## src/rtl/charbuf_console_writer_if.sv

```systemverilog
// Byte-stream input and character-buffer write port of the console writer.
// The writer sits on the slave side; the byte source and buffer observer use master.
interface charbuf_console_writer_if;
  logic [7:0]  char_data;
  logic        char_valid;
  logic        char_ready;
  logic        wr_ce;
  logic [11:0] wr_addr;
  logic [7:0]  wr_data;

  modport master (
    output char_data, char_valid,
    input  char_ready, wr_ce, wr_addr, wr_data
  );

  modport slave (
    input  char_data, char_valid,
    output char_ready, wr_ce, wr_addr, wr_data
  );
endinterface

```

## src/rtl/charbuf_console_writer.sv

```systemverilog
// Turns a byte stream into character-buffer write cycles, tracking a text cursor
// and scrolling by rotating the row offset the renderer adds to its row address.
module charbuf_console_writer #(
  parameter int unsigned COLS           = 64,
  parameter int unsigned ROWS           = 64,
  parameter logic [7:0]  BLANK          = 8'h20,
  parameter bit          CLEAR_ON_RESET = 1'b1
) (
  input  logic                     clk,
  input  logic                     rst_n,
  charbuf_console_writer_if.slave  bus,
  output logic [5:0]               row_offset,
  output logic [5:0]               cursor_col,
  output logic [5:0]               cursor_row,
  output logic                     busy
);

  // state    | meaning
  // IDLE     | accepting bytes; char_ready rises the cycle after entry
  // CLR_LINE | blanking the newly exposed bottom row, one cell per cycle
  // CLR_ALL  | blanking the whole buffer row-major from {0,0}
  typedef enum logic [1:0] {IDLE, CLR_LINE, CLR_ALL} state_t;

  localparam logic [5:0] COL_MAX = 6'(COLS - 1);
  localparam logic [5:0] ROW_MAX = 6'(ROWS - 1);
  localparam logic [6:0] ROWS_W  = 7'(ROWS);

  state_t      state;
  logic [5:0]  clr_row;
  logic [5:0]  clr_col;
  logic [6:0]  row_sum;
  logic [5:0]  phys_row;
  logic [5:0]  offset_inc;
  logic [7:0]  d;
  logic        accept;
  logic        is_print;
  logic        at_bottom;
  logic        do_nl;

  always_comb begin
    row_sum    = {1'b0, cursor_row} + {1'b0, row_offset};
    phys_row   = (row_sum >= ROWS_W) ? 6'(row_sum - ROWS_W) : row_sum[5:0];
    offset_inc = (row_offset == ROW_MAX) ? 6'd0 : row_offset + 6'd1;
    d          = bus.char_data;
    accept     = (state == IDLE) && bus.char_valid && bus.char_ready;
    is_print   = (d >= 8'h20) && (d != 8'h7F);
    at_bottom  = (cursor_row == ROW_MAX);
    do_nl      = accept && ((is_print && (cursor_col == COL_MAX)) || (d == 8'h0A));
  end

  always_ff @(posedge clk or negedge rst_n) begin
    if (!rst_n) begin
      state          <= CLEAR_ON_RESET ? CLR_ALL : IDLE;
      clr_row        <= '0;
      clr_col        <= '0;
      row_offset     <= '0;
      cursor_col     <= '0;
      cursor_row     <= '0;
      busy           <= 1'b0;
      bus.char_ready <= 1'b0;
      bus.wr_ce      <= 1'b0;
      bus.wr_addr    <= '0;
      bus.wr_data    <= '0;
    end else begin
      bus.wr_ce <= 1'b0;
      unique case (state)
        IDLE: begin
          busy           <= 1'b0;
          bus.char_ready <= 1'b1;
          if (accept) begin
            if (is_print) begin
              bus.wr_ce   <= 1'b1;
              bus.wr_addr <= {phys_row, cursor_col};
              bus.wr_data <= d;
              cursor_col  <= (cursor_col == COL_MAX) ? 6'd0 : cursor_col + 6'd1;
            end else if (d == 8'h0D) begin
              cursor_col <= 6'd0;
            end else if (d == 8'h08) begin
              if (cursor_col != 6'd0) begin
                cursor_col  <= cursor_col - 6'd1;
                bus.wr_ce   <= 1'b1;
                bus.wr_addr <= {phys_row, cursor_col - 6'd1};
                bus.wr_data <= BLANK;
              end
            end else if (d == 8'h0C) begin
              cursor_col     <= 6'd0;
              cursor_row     <= 6'd0;
              row_offset     <= 6'd0;
              clr_row        <= 6'd0;
              clr_col        <= 6'd0;
              state          <= CLR_ALL;
              bus.char_ready <= 1'b0;
            end
          end
          // The old top row becomes the new bottom row once the offset advances.
          if (do_nl) begin
            if (!at_bottom) begin
              cursor_row <= cursor_row + 6'd1;
            end else begin
              row_offset     <= offset_inc;
              clr_row        <= row_offset;
              clr_col        <= 6'd0;
              state          <= CLR_LINE;
              bus.char_ready <= 1'b0;
            end
          end
        end
        CLR_LINE: begin
          busy           <= 1'b1;
          bus.char_ready <= 1'b0;
          bus.wr_ce      <= 1'b1;
          bus.wr_addr    <= {clr_row, clr_col};
          bus.wr_data    <= BLANK;
          if (clr_col == COL_MAX) begin
            clr_col <= 6'd0;
            state   <= IDLE;
          end else begin
            clr_col <= clr_col + 6'd1;
          end
        end
        CLR_ALL: begin
          busy           <= 1'b1;
          bus.char_ready <= 1'b0;
          bus.wr_ce      <= 1'b1;
          bus.wr_addr    <= {clr_row, clr_col};
          bus.wr_data    <= BLANK;
          if (clr_col == COL_MAX) begin
            clr_col <= 6'd0;
            if (clr_row == ROW_MAX) begin
              clr_row <= 6'd0;
              state   <= IDLE;
            end else begin
              clr_row <= clr_row + 6'd1;
            end
          end else begin
            clr_col <= clr_col + 6'd1;
          end
        end
        default: state <= IDLE;
      endcase
    end
  end

endmodule

```

## src/flat_wrapper.sv

```systemverilog
// flat-port wrapper written by rule: the top's interface ports become plain ports
module charbuf_console_writer_flat 
#(
  parameter int unsigned COLS           = 64,
  parameter int unsigned ROWS           = 64,
  parameter logic [7:0]  BLANK          = 8'h20,
  parameter bit          CLEAR_ON_RESET = 1'b1
)
  (clk, rst_n, row_offset, cursor_col, cursor_row, busy, bus_char_data, bus_char_valid, bus_char_ready, bus_wr_ce, bus_wr_addr, bus_wr_data);
  charbuf_console_writer_if bus_i ();
  input  logic clk;
  input  logic rst_n;
  output logic [5:0] row_offset;
  output logic [5:0] cursor_col;
  output logic [5:0] cursor_row;
  output logic busy;
  input wire logic [$bits(bus_i.char_data)-1:0] bus_char_data;
  input wire logic [$bits(bus_i.char_valid)-1:0] bus_char_valid;
  output wire logic [$bits(bus_i.char_ready)-1:0] bus_char_ready;
  output wire logic [$bits(bus_i.wr_ce)-1:0] bus_wr_ce;
  output wire logic [$bits(bus_i.wr_addr)-1:0] bus_wr_addr;
  output wire logic [$bits(bus_i.wr_data)-1:0] bus_wr_data;
  assign bus_i.char_data = bus_char_data;
  assign bus_i.char_valid = bus_char_valid;
  assign bus_char_ready = bus_i.char_ready;
  assign bus_wr_ce = bus_i.wr_ce;
  assign bus_wr_addr = bus_i.wr_addr;
  assign bus_wr_data = bus_i.wr_data;
  charbuf_console_writer #(.COLS(COLS), .ROWS(ROWS), .BLANK(BLANK), .CLEAR_ON_RESET(CLEAR_ON_RESET)) u_core (.clk(clk), .rst_n(rst_n), .bus(bus_i), .row_offset(row_offset), .cursor_col(cursor_col), .cursor_row(cursor_row), .busy(busy));
endmodule
```

## config.mk

```make
export PLATFORM = sky130hd
export DESIGN_NAME = charbuf_console_writer_flat
export DESIGN_NICKNAME = d
export VERILOG_FILES = /design/src/rtl/charbuf_console_writer_if.sv /design/src/rtl/charbuf_console_writer.sv /design/src/flat_wrapper.sv
export SDC_FILE = /design/constraint.sdc
export NUM_CORES = 1
export LEC_CHECK = 0
export CAP_MARGIN = 0
export CORE_UTILIZATION = 55
export CTS_BUF_LIST = sky130_fd_sc_hd__clkbuf_4
export CTS_CLUSTER_DIAMETER = 80
export DETAILED_ROUTE_END_ITERATION = 10
export PLACE_DENSITY = 0.81
export SETUP_SLACK_MARGIN = 0.2
export SYNTH_ARGS = -nofsm -noshare
export SYNTH_HDL_FRONTEND = slang
export SYNTH_SLANG_ARGS = --single-unit
```

## constraint.sdc

```tcl
create_clock -name clk -period 6.2 [get_ports clk]
set_input_delay 1.24 -clock clk [delete_from_list [all_inputs] [get_ports clk]]
set_output_delay 1.24 -clock clk [all_outputs]
set_load 0.03 [all_outputs]
```

### Word-level counts from Yosys, hierarchy flattened

Cells that the tools add are included.

| operators by class | value |
|---|---|
| add/subtract/negate cells | 8 |
| magnitude comparators | 2 |
| equal/unequal tests | 20 |
| mux-type cells | 79 |
| reduce and logical (&&, ||, !) cells | 16 |

Operator list:

| kind | count |
|---|---|
| 6-bit 2-to-1 mux | 39 |
| 12-bit 2-to-1 mux | 5 |
| 8-bit 2-to-1 mux | 5 |
| 8-bit by 4-bit equality test with 1-bit output (second input constant) | 4 |
| 6-bit by 1-bit adder with 6-bit output (second input constant) | 5 |
| 6-bit equality test (second input constant) | 5 |
| 12-bit one-hot mux with 2 select lines | 1 |
| 6-bit one-hot mux with 2 select lines | 2 |
| 2-bit 2-to-1 mux | 10 |
| 8-bit one-hot mux with 2 select lines | 1 |
| 1-bit 2-to-1 mux | 12 |
| 6-bit by 1-bit subtractor with 6-bit output (second input constant) | 2 |
| 3-bit by 2-bit inequality test with 1-bit output (second input constant) | 3 |
| 8-bit by 6-bit >= comparator with 1-bit output (second input constant) | 1 |
| 2-bit by 1-bit inequality test with 1-bit output (second input constant) | 4 |
| 8-bit by 7-bit inequality test with 1-bit output (second input constant) | 1 |
| 6-bit by 6-bit adder with 7-bit output | 1 |
| 7-bit >= comparator (second input constant) | 1 |
| 1-bit one-hot mux with 2 select lines | 3 |
| 2-bit one-hot mux with 3 select lines | 1 |
| 6-bit nonzero test | 1 |
| 1-bit logical AND | 5 |
| 5-bit AND reduction | 1 |
| 4-bit by 2-bit inequality test with 1-bit output (second input constant) | 1 |
| 10 further kinds | 11 |

| word-level totals | value |
|---|---|
| flip-flop bits (word level) | 55 |
| output and inout port bits | 41 |

### Longest topological paths before layout

| logic depth | value |
|---|---|
| depth after elaboration | 9 |
| gate-level depth with buffers | 9 |
| mapped depth without buffers | 7 |

### Worst setup path after synthesis

No wires, ideal clock.

| timing path | value |
|---|---|
| path type | in2reg |
| start point | input port bus_char_data[5] |
| end point | register u_core.row_offset[4] |
| arrival time | 2.490 ns |
| slack | 3.584 ns |
| stages on the path | 7 |
| path through | or3_4 o21a_1 buf_6 a2bb2oi_4 buf_4 nand3b_1 nand3_1 |

| between the ends | value |
|---|---|
| word-level cells in the longest chain between the ends | 8 |
| elaborated cells on any way between the ends | 17 |
| classes of those cells | order compare (1); eq/ne (5); mux (7); reduce/logical (4) |

RTL lines:

| element | RTL line | text |
|---|---|---|
| start, declared | flat_wrapper.sv:17 | `input wire logic [$bits(bus_i.char_data)-1:0] bus_char_data;` |
| 8-bit by 4-bit equality test with 1-bit output | charbuf_console_writer.sv:85 | `end else if (d == 8'h0C) begin` |
| 6-bit 2-to-1 mux | charbuf_console_writer.sv:85 |  |
| 6-bit 2-to-1 mux | charbuf_console_writer.sv:78 | `end else if (d == 8'h08) begin` |
| 6-bit 2-to-1 mux | charbuf_console_writer.sv:76 | `end else if (d == 8'h0D) begin` |
| 6-bit 2-to-1 mux | charbuf_console_writer.sv:71 | `if (is_print) begin` |
| 6-bit 2-to-1 mux | charbuf_console_writer.sv:70 | `if (accept) begin` |
| 6-bit 2-to-1 mux | charbuf_console_writer.sv:97 | `if (!at_bottom) begin` |
| 6-bit 2-to-1 mux (*) | charbuf_console_writer.sv:96 | `if (do_nl) begin` |
| end signal, assigned | charbuf_console_writer.sv:100 | `row_offset <= offset_inc;` |
| end, declared | charbuf_console_writer.sv:12 | `output logic [5:0] row_offset,` |

Every way passes the cells marked *; elsewhere a longest branch is shown, timed or not.
A chain may end at the register's enable or synchronous reset.

### Worst setup path after layout

| timing path | value |
|---|---|
| start point | input port bus_char_data[4] |
| end point | register u_core.bus.wr_addr[6] |

| between the ends | value |
|---|---|
| word-level cells in the longest chain between the ends | 5 |
| elaborated cells on any way between the ends | 12 |
| classes of those cells | order compare (1); eq/ne (6); mux (3); reduce/logical (2) |

RTL lines:

| element | RTL line | text |
|---|---|---|
| 8-bit by 6-bit >= comparator with 1-bit output / 8-bit by 7-bit inequality test with 1-bit output (equally long branches) | charbuf_console_writer.sv:46 | `is_print = (d >= 8'h20) && (d != 8'h7F);` |
| 1-bit logical AND | charbuf_console_writer.sv:46 |  |
| 12-bit 2-to-1 mux | charbuf_console_writer.sv:71 |  |
| 12-bit 2-to-1 mux | charbuf_console_writer.sv:70 |  |
| 12-bit one-hot mux with 2 select lines | charbuf_console_writer.sv:66 | `unique case (state)` |
| end signal, assigned | charbuf_console_writer.sv:73 | `bus.wr_addr <= {phys_row, cursor_col};` |
| end signal, assigned | charbuf_console_writer.sv:82 | `bus.wr_addr <= {phys_row, cursor_col - 6'd1};` |
| end signal, assigned | charbuf_console_writer.sv:112 | `bus.wr_addr <= {clr_row, clr_col};` |
| end, declared | charbuf_console_writer_if.sv:18 | `output char_ready, wr_ce, wr_addr, wr_data` |

Several ways; a longest one is shown, not always the timed one. The select of a mux whose other input is x is not followed.

==> results.md <==
* Worst path most repeated cell: o21ai_2
* Final Critical Period at roughly 3.5 ns
* Buffers on Ports at a little over 50
* Top-area cell type share of the netlist area at 0.364
* Initial core utilization at 0.577
* Crit-path cells: clkdlybuf4s50_1 > nand4b_1 > o21ai_2 > o21ai_2 > a21oi_2 > buf_4 > mux2_2
* First-pass GRT wire length at roughly 15000 um
* Crit end category: flop
* Via density at ~6.3
* Synth Instances at between 400 and 500
* Met1 usage at 0.376
* Setup Slack @ Placement at about 2.3 ns
* Worst hold path type: reg2reg
* Area contributors post-synth: dfrtp_1 36%, ha_1 5.4%, nand3_1 3.8%
* Largest net degree at the start of global routing at 56
* Finished Layout Cells at about 530
* I/O pins at 52
* Worst reg2reg startpoint: u_core.state[1]
* CTS tree: yes
* Max_cap viols at 0
* Final Hold Fails at 0
* Layout Nets at around 480
* Placer Congestion at roughly 0.88
* Post-DRT Antenna Nets at 0
* Final Skew at between 0.015 and 0.02 ns
* Main synth FF type: dfrtp_1
* PD cells at around 320 mW/mm2
* Fin. max-slew vios at 0
* Setup repair after global routing missed its margin: no
* Vias at 3294
* Cts bufs inserted at 5
* Worst Setup Path Type: in2reg
* Worst Path Required at 6.47 ns
* Setup Buffers After CTS at 0
* Power, Total at 1.36 mW
* Final setup vio count at 0
* Antenna violations before repair at 0
* Hold buffers post-CTS at 0
* Actual slew at the worst max-slew pin at about 0.84 ns
* Crit path from: bus_char_data[4]
* First-pass DRT Iterations at 8
* Syn_nets at around 440
* First DRT Iteration DRCs at ~220
* GR Layer Usage met3 at 0.0336
* Netlist cell types at 65
* Crit-path slowest cell: clkdlybuf4s50_1
* Die Span Y at 84.1 um
* CP arrival at approximately 3.8 ns
* Violated checks: DRC
* Worst vdd ir at ~0.24 mV
* Layout area overhead at 15.8%
* Leak at roughly 1.9 nW
* Critical path startpoint category: input port
* Period utilisation layout at 0.568
* Most Used Layer, Global Route: met2
* CTS root buffer: clkbuf_4
* Cell row count at 29
* Wire length per cell at between 15 and 20 um
* Yosys warns at 0
* Maximum clock frequency at around 280 MHz
* Synthesized area per cell at between 9 and 10 um2
* #FFs+latches synth at 55
* DP Cell Count at around 520
* Setup TNS at 0 ns
* Cell Area, Synth at about 0.0037 mm2
* Core Region at 0.00642 mm2
* Final WS setup at 2.68 ns
* Vias in the first global route at a little over 3000
* CTS Buffer Depth at 2
* Post-synth EDFFs at 0
* Die W at around 84 um
* DP HPWL at approximately 6500 um
* Post-synthesis sequential area ratio at 0.372
* Ant diodes at 0
* Min-delay src: u_core.busy
* Status: complete, but fails checks
* Clock-pin slew on the worst setup and hold paths at approximately 0.15 ns
* Most frequent cells after synthesis: 54 x dfrtp_1, 37 x nand2_1, 28 x nand3_1
* Share of layout cells above drive strength 1 at 0.0978
* M2 GR Usage at 0.431
* Most common cell in the netlist: dfrtp_1
* Slew HR at 0.443
* Die area at just over 0.007 mm2
* Clock sink count at 55
* WL final at ~8900 um
* Post-cts gate resize count at 0
* Largest area contributor in the netlist: dfrtp_1
* DRC violations left at 8
* Post-synthesis async set-or-reset flop share at 1.00
* H-tree depth at 2
* Worst-path fanout max at 13
* CP peak stage delay at 0.58 ns
* Grt ovf at 0
* Gr usage total at 0.265
* Worst-Skew Late Latency at around 0.38 ns
where the power goes:
| part | internal, mW | switching, mW | leakage, nW |
|---|---|---|---|
| Sequential | 0.449 | 0.122 | 0.677 |
| Clock | 0.0832 | 0.111 | 0.0426 |
| Combinational | 0.262 | 0.329 | 1.16 |
metrics by stage:
stage	hold WS, ns	area [um2]	util
final	0.501	4290	0.669
after global routing	0.533	4290	0.669
after CTS	0.509	4290	0.669
after detailed placement	0.474	4220	0.657
after global placement	0.475	4220	0.657
after floorplan	0.479	3710	-
worst max-delay path, delay by kind of cell:
family | cells | cell delay [ns]
compound gates | 3 | 1.08
buf+inv | 2 | 0.91
mux | 1 | 0.36
simple gates | 1 | 0.20
metal layers:
layer,vias to the layer above,part of all wire
met5,-,0
met4,0,0.017
met3,11,0.047
met2,105,0.48
met1,1596,0.46
li1,1582,-
final cells by class:
type                            count  area [um2]
Sequential cell                    55        1380
Multi-Input combinational cell    312        2140
Clock inverter                      3        38.8
Inverter                           21        78.8
Fill cell                         537        2130
Clock buffer                        5        37.5
Timing Repair Buffer               54         528
Tap cell                           77        96.3
layout by cell type (no fill, tap or decap), types with 6 or more instances in the layout:
cell type and instances:
or3_1 10, a31oi_1 11, mux2i_1 11, nand2_1 37, dfrtp_1 54, and2_1 6, nand3_1 28, and3_1 9
inv_1 21, nor3_1 8, ha_1 16, o21ai_0 24, clkdlybuf4s50_1 50, nand4_1 14, a21oi_1 16, nor2_1 23
mux2_2 12, o22ai_1 6
flip-flops by register name, indices dropped and copies added (netlist names), 2 cells and up:
register / flops
u_core.cursor_row: 6
u_core.cursor_col: 6
u_core.clr_col: 6
u_core.bus.wr_data: 8
u_core.state: 2
u_core.clr_row: 6
u_core.row_offset: 6
u_core.bus.wr_addr: 12
kinds of logic after synthesis:
| family | share of synthesized area |
|---|---|
| and+or+nand+nor | 0.240 |
| muxes | 0.0813 |
| buffers and inverters | 0.0520 |
| xor gates and xnor gates | 0.0165 |
| adders and majority gates | 0.0594 |
| AOI/OAI and AO/OA | 0.179 |
| DFF | 0.372 |
path summary, 6_finish.rpt:
check	endpoint	slack, ns	depth (start not counted)
worst max-delay path	u_core.bus.wr_addr[6]	2.68	7
worst min-delay path	u_core.busy	0.50	2
max in group asynchronous	u_core.cursor_col[5]	4.74	2
worst max register to register	u_core.bus.wr_addr[6]	3.66	7
min in group asynchronous	u_core.cursor_row[0]	0.96	2
worst min register to register	u_core.busy	0.50	2
Power figures use the tool's default switching activity.
